### src/rtl/sha256_msg_sched.sv
`default_nettype none
// ============================================================================
//  Module   : sha256_msg_sched
//  Purpose  : SHA-256 message scheduler. Accepts one 512-bit padded block and
//             emits W_0..W_{NUM_ROUNDS-1} one word per valid/ready handshake.
//             A 16-word sliding window holds W_t..W_t+15. Each transfer
//             shifts the window by one word and appends the next schedule
//             word.
//  Revision : 1.0  initial release
// ============================================================================
module sha256_msg_sched #(
    parameter int NUM_ROUNDS = 64
) (
    input  logic         clk,
    input  logic         reset,
    input  logic         blk_valid,
    output logic         blk_ready,
    input  logic [511:0] blk_data,
    output logic         w_valid,
    input  logic         w_ready,
    output logic [31:0]  w_data,
    output logic [5:0]   w_idx,
    output logic         w_last,
    output logic         busy
);

    localparam logic [0:0] c_IDLE     = 1'b0;
    localparam logic [0:0] c_RUN      = 1'b1;
    localparam logic [5:0] c_LAST_IDX = 6'(NUM_ROUNDS - 1);

    // small sigma functions of the SHA-256 message expansion
    function automatic logic [31:0] f_sigma0(input logic [31:0] x);
        return {x[6:0], x[31:7]} ^ {x[17:0], x[31:18]} ^ {3'b000, x[31:3]};
    endfunction

    function automatic logic [31:0] f_sigma1(input logic [31:0] x);
        return {x[16:0], x[31:17]} ^ {x[18:0], x[31:19]} ^ {10'd0, x[31:10]};
    endfunction

    logic [0:0]  r_state;
    logic [5:0]  r_t;
    logic [31:0] r_win [16];

    logic [31:0] w_blk_word [16];
    logic [31:0] w_next_word;
    logic        w_accept;
    logic        w_xfer;

    // Split the big-endian block into its sixteen 32-bit words (W_0 = MSBs)
    genvar gi;
    generate
        for (gi = 0; gi < 16; gi++) begin : g_unpack
            assign w_blk_word[gi] = blk_data[511 - 32*gi -: 32];
        end
    endgenerate

    assign w_accept = (r_state == c_IDLE) && blk_valid;
    assign w_xfer   = (r_state == c_RUN) && w_ready;

    // Single-cycle adder tree. The 32-bit result width discards the carries,
    // so the sum wraps modulo 2^32.
    assign w_next_word = f_sigma1(r_win[14]) + r_win[9] + f_sigma0(r_win[1]) + r_win[0];

    // Control: word index and IDLE/RUN sequencing
    always_ff @(posedge clk or posedge reset) begin
        if (reset) begin
            r_state <= c_IDLE;
            r_t     <= '0;
        end else if (w_accept) begin
            r_state <= c_RUN;
            r_t     <= '0;
        end else if (w_xfer) begin
            if (r_t == c_LAST_IDX) begin
                r_state <= c_IDLE;
                r_t     <= '0;
            end else begin
                r_t <= r_t + 6'd1;
            end
        end
    end

    // Window: load on block acceptance, shift-and-append on every transfer
    always_ff @(posedge clk or posedge reset) begin
        if (reset) begin
            for (int k = 0; k < 16; k++) begin
                r_win[k] <= '0;
            end
        end else if (w_accept) begin
            for (int k = 0; k < 16; k++) begin
                r_win[k] <= w_blk_word[k];
            end
        end else if (w_xfer) begin
            for (int k = 0; k < 15; k++) begin
                r_win[k] <= r_win[k+1];
            end
            r_win[15] <= w_next_word;
        end
    end

    // All outputs decode directly from registers; no combinational path from inputs.
    assign blk_ready = (r_state == c_IDLE);
    assign w_valid   = (r_state == c_RUN);
    assign busy      = (r_state == c_RUN);
    assign w_data    = r_win[0];
    assign w_idx     = r_t;
    assign w_last    = (r_t == c_LAST_IDX);

endmodule
`default_nettype wire

### config.mk
export PLATFORM = sky130hd
export DESIGN_NAME = sha256_msg_sched
export DESIGN_NICKNAME = d
export VERILOG_FILES = /design/src/rtl/sha256_msg_sched.sv
export SDC_FILE = /design/constraint.sdc
export NUM_CORES = 2
export LEC_CHECK = 0
export ABC_AREA = 1
export ABC_CLOCK_PERIOD_IN_PS = 16000
export BUFFER_PORTS_ARGS = -buffer_cell sky130_fd_sc_hd__buf_2
export CAP_MARGIN = 20
export CELL_PAD_IN_SITES_DETAIL_PLACEMENT = 0
export CELL_PAD_IN_SITES_GLOBAL_PLACEMENT = 1
export CORE_AREA = 2 2 283 285
export DETAILED_ROUTE_END_ITERATION = 7
export DIE_AREA = 0 0 285 287
export PLACE_DENSITY_LB_ADDON = 0.1
export SYNTH_ARGS = -nofsm -noshare
export SYNTH_HDL_FRONTEND = slang
export SYNTH_SLANG_ARGS = --single-unit
export TNS_END_PERCENT = 5
### constraint.sdc
create_clock -name clk -period 16 [get_ports clk]
set_clock_uncertainty 0.15 [all_clocks]
set_input_delay 2.4 -clock clk [delete_from_list [all_inputs] [get_ports clk]]
set_output_delay 2.4 -clock clk [all_outputs]
set_load 0.02 [all_outputs]
# --- Word level (Yosys, flattened, before mapping) ---
# Cells that the tools add are included.
totals:
  register_bits: 519
  inputBits: 516
  out_inout_bits: 42
  wordCells: 41
op_classes:
  n_addsub: 4
  eq_ne: 1
  muxes: 8
  n_bitwise: 5
  n_reduce_logical: 5
op_table:
  columns: ["cell", "count"]
  rows:
  - ["two-way mux 512 bit", 2]
  - ["adder 32 bit", 3]
  - ["bitwise XOR 32 bit", 2]
  - ["bitwise XOR 32 x 22 -> 32 bit", 1]
  - ["bitwise XOR 32 x 29 -> 32 bit", 1]
  - ["two-way mux 6 bit", 3]
  - ["adder 6 x 1 -> 6 bit, second input constant", 1]
  - ["== test 6 bit, second input constant", 1]
  - ["nonzero test 2 bit", 2]
  - ["two-way mux 1 bit", 3]
  - ["logical AND 1 bit", 2]
  - ["AND reduction 2 bit", 1]
  - ["inverter 1 bit", 1]

# --- Logic depth before layout (Yosys ltp) ---
logic_depth:
  depth_word: 7
  mapped_depth: 19
  depth_no_buf: 18

# --- Least setup slack after synthesis ---
# OpenSTA, ideal clock, no wires.
synth_timing:
  path_type: "reg-to-output"
  start: "reg r_t[1] (netlist: w_idx[1])"
  end: "out w_last"
  arrival_time_ps: 1160
  t_required_ps: 13450
  path_slack_ps: 12290
  stages_incl_launch_ff: 4
  path_buffers: 0
  cell_sequence: "dfrtp_1 > ha_1 > nand4_1 > nor2_1"
synth_between:
  elab_chain_len: 1
synth_rtl:
  columns: ["element", "line", "source"]
  rows:
  - ["start, declared", "41", "logic [5:0] r_t;"]
  - ["start signal, assigned", "77", "r_t <= r_t + 6'd1;"]
  - ["== test 6 bit", "106", "assign w_last = (r_t == c_LAST_IDX);"]
  - ["end, declared", "23", "output logic w_last,"]
# Every way passes these cells.

# --- Worst setup path in the final report ---
layout_timing:
  start: "in blk_valid"
  end: "reg r_win[162] (netlist name)"
layout_between:
  elab_chain_len: 2
  word_cells_on_any_way: 3
  cone_classes: "1 x mux; 2 x reduce/logical"
layout_rtl:
  columns: ["element", "line", "source"]
  rows:
  - ["start, declared", "16", "input logic blk_valid,"]
  - ["logical AND 1 bit *", "57", "assign w_accept = (r_state == c_IDLE) && blk_valid;"]
  - ["two-way mux 512 bit or nonzero test 2 bit (tied branches)", null, null]
  - ["end signal, assigned by index", "90", "r_win[k] <= w_blk_word[k];"]
  - ["end signal, assigned by index", "94", "r_win[k] <= r_win[k+1];"]
  - ["end, declared", "42", "logic [31:0] r_win [16];"]
# Every way passes the cells marked *; elsewhere a longest branch is shown, timed or not.
# A chain may end at the register's enable or synchronous reset.

==> metrics <==
Cells after Synth 3,628; Yosys cell types 33; # nets final 4,614; CP Launch Type input pin; Final period util 38.5%; clk sink count 519; Mapped Nets 4,238; Post-synth EDFFs 0; hold slack 0.337 ns; HP Class register to register; top cell type's share of synthesized area 45.0%; initial antenna violation count 20; Synth area leader dfrtp_1; pre-CTS setup slack 9.17 ns; routed len/inst 22.3 µm; RD Place Congestion 0.885; PostCTS Resize Cnt 0; #FFs+latches synth 519; clock latency on the worst-skew pair 0.63 ns; final setup TNS 0 ns; All-Layer GR Usage 27.1%; gr ovfl total 0; CTS tree yes; Crit path max-delay family buffers and inverters; Routed WL 114,000 µm; Worst slew margin 17.0%; Fin. Hold Viols 0; PortBufs 557; largest net degree at the start of global routing 299; Via density 4.95; CP max stage cell buf_4; DRC 0; Mapped Avg Cell Area 7.96 µm²; count leader, synth o21ai_0; CTS Root Cell clkbuf_16; Final Max Slew Viols 0; Initial Util 36.7%; Post-CTS Setup Inserts 0; DRT iter0 DRCs 2,113; Worst EP required 16.29 ns; minimum clock period 6.16 ns; die area 0.0818 mm²; CTS H-Tree Depth 2; max_cap viols 0; share of cells above drive strength 1 16.9%; dominant synthesized flop cell dfrtp_1; dpl hpwl 85,600 µm; Die W 285 µm; CTS Buf Count 58; Die H 287 µm; status completed; core region area 0.0786 mm²; io pins 558; Yosys warning count 0; Crit path buffers/inverters 5; worst path cell trace buf_2, nand2_8, inv_2, nor2_8, inv_16, buf_4, buf_12, o21ai_0; RSZ-0062 raised after global routing false; synth top area cells dfrtp_1 (45%), o21ai_0 (17%), inv_1 (8.8%); Crit Path Class input pin to register; Max Buffers Root-to-Sink 3; first-pass GRT wire length 164,000 µm; vias in the first global route 25,300; crit end category register; DRT Pass-1 Iters 5; Least-Margin Pin Slew 1.25 ns; most frequent cells after synthesis o21ai_0 (970), inv_1 (677), dfrtp_1 (519); vias 25,300; area grow syn2layout 18.0%; worst setup slack after layout 9.84 ns; CP max FO 216; CTS hold repair buffers 0; CP max stage delay 0.83 ns; Cell Count Post-Placement 4,993; Max Freq 162 MHz; num rows 103; antenna-violating nets left 0; crit path DAT 6.45 ns; post-synthesis sequential area ratio 45.0%; fin cells 5,108; Mapped Area 0.0289 mm²; Reg clk slew, reported paths 0.06 ns; Post-synth ARST share 100%; # setup viols final 0
==> cell type report <==
type	count	area [µm²]
diodes	8	20.0
clock buffers	89	1780
clock inverters	17	263
fillers	8264	44500
inverters	682	2580
multi-input cells	2167	12100
flip-flops and latches	519	13000
well taps	1050	1310
repair buffers	576	2990
==> flip-flops by register name (all words and copies together), names as in the netlist <==
signal,count
r_win,480
w_data,32
w_idx,6
busy,1
==> stage by stage <==
step | cell area [µm²] | util (%)
CTS | 34000 | 43.3
floorplan | 28900 | -
global route | 34100 | 43.3
detailed placement | 32000 | 40.7
global placement | 32000 | 40.7
finish | 34100 | 43.4
==> cells by family (layout without fill, tap and decap cells) <==
kind of cell | count (synthesis) | in the layout | synth area share [%]
adders and majority gates | 94 | 94 | 5.68
xor gates and xnor gates | 128 | 128 | 3.88
buffers and inverters | 942 | 1364 | 13.1
AOI/OAI and AO/OA | 1498 | 1498 | 26.2
other | 0 | 8 | 0
DFF | 519 | 519 | 45.0
and+or+nand+nor | 447 | 447 | 6.24
==> cells in the final DEF, fill, tap and decap left out, drive strengths merged, types with 2 or more instances in the layout <==
cell / netlist / layout
diode: 0 / 8
o22ai: 25 / 25
o21bai: 4 / 4
o211ai: 3 / 3
xor2: 64 / 64
dfrtp: 519 / 519
and2: 2 / 2
fa: 62 / 62
nor2: 97 / 97
o21ai: 1418 / 1418
a21oi: 46 / 46
inv: 682 / 681
clkinv: 0 / 10
ha: 32 / 32
nand2: 284 / 284
nand3: 51 / 51
buf: 121 / 576
nor3: 3 / 3
clkbuf: 139 / 89
clkinvlp: 0 / 2
xnor2: 64 / 64
nand4: 6 / 6
nand3b: 2 / 2
bufinv: 0 / 6
==> worst paths after layout <==
path	startpoint	slack, ns	endpoint	depth (start not counted)
min in group asynchronous	reset	1.54	r_win[293]	2
setup / recovery	blk_valid	9.84	r_win[162]	8
setup reg to reg	busy	11.16	r_win[162]	8
hold / removal	r_win[31]	0.34	r_win[31]	2
hold reg to reg	r_win[31]	0.34	r_win[31]	2
max in group asynchronous	reset	10.98	r_win[21]	6
==> worst register-to-register path, cell delays in order (launching register included) <==
cell,delay [ns]
dfrtp_1,0.45
inv_2,0.13
nand2_8,0.37
inv_2,0.76
nor2_8,0.25
inv_16,0.43
buf_4,0.87
buf_12,0.72
o21ai_0,0.51
==> per-layer routing <==
layer / up-vias / GRT usage (%) / part of all wire (%)
met5: - / 0 / 0.068
met4: 12 / 10.2 / 3.8
met3: 151 / 4.40 / 5.3
met2: 720 / 43.7 / 46
met1: 11900 / 36.8 / 45
li1: 12500 / - / -
Power is not shown: default switching activity piles up to over one toggle a cycle in this logic, so the estimate is an artifact.
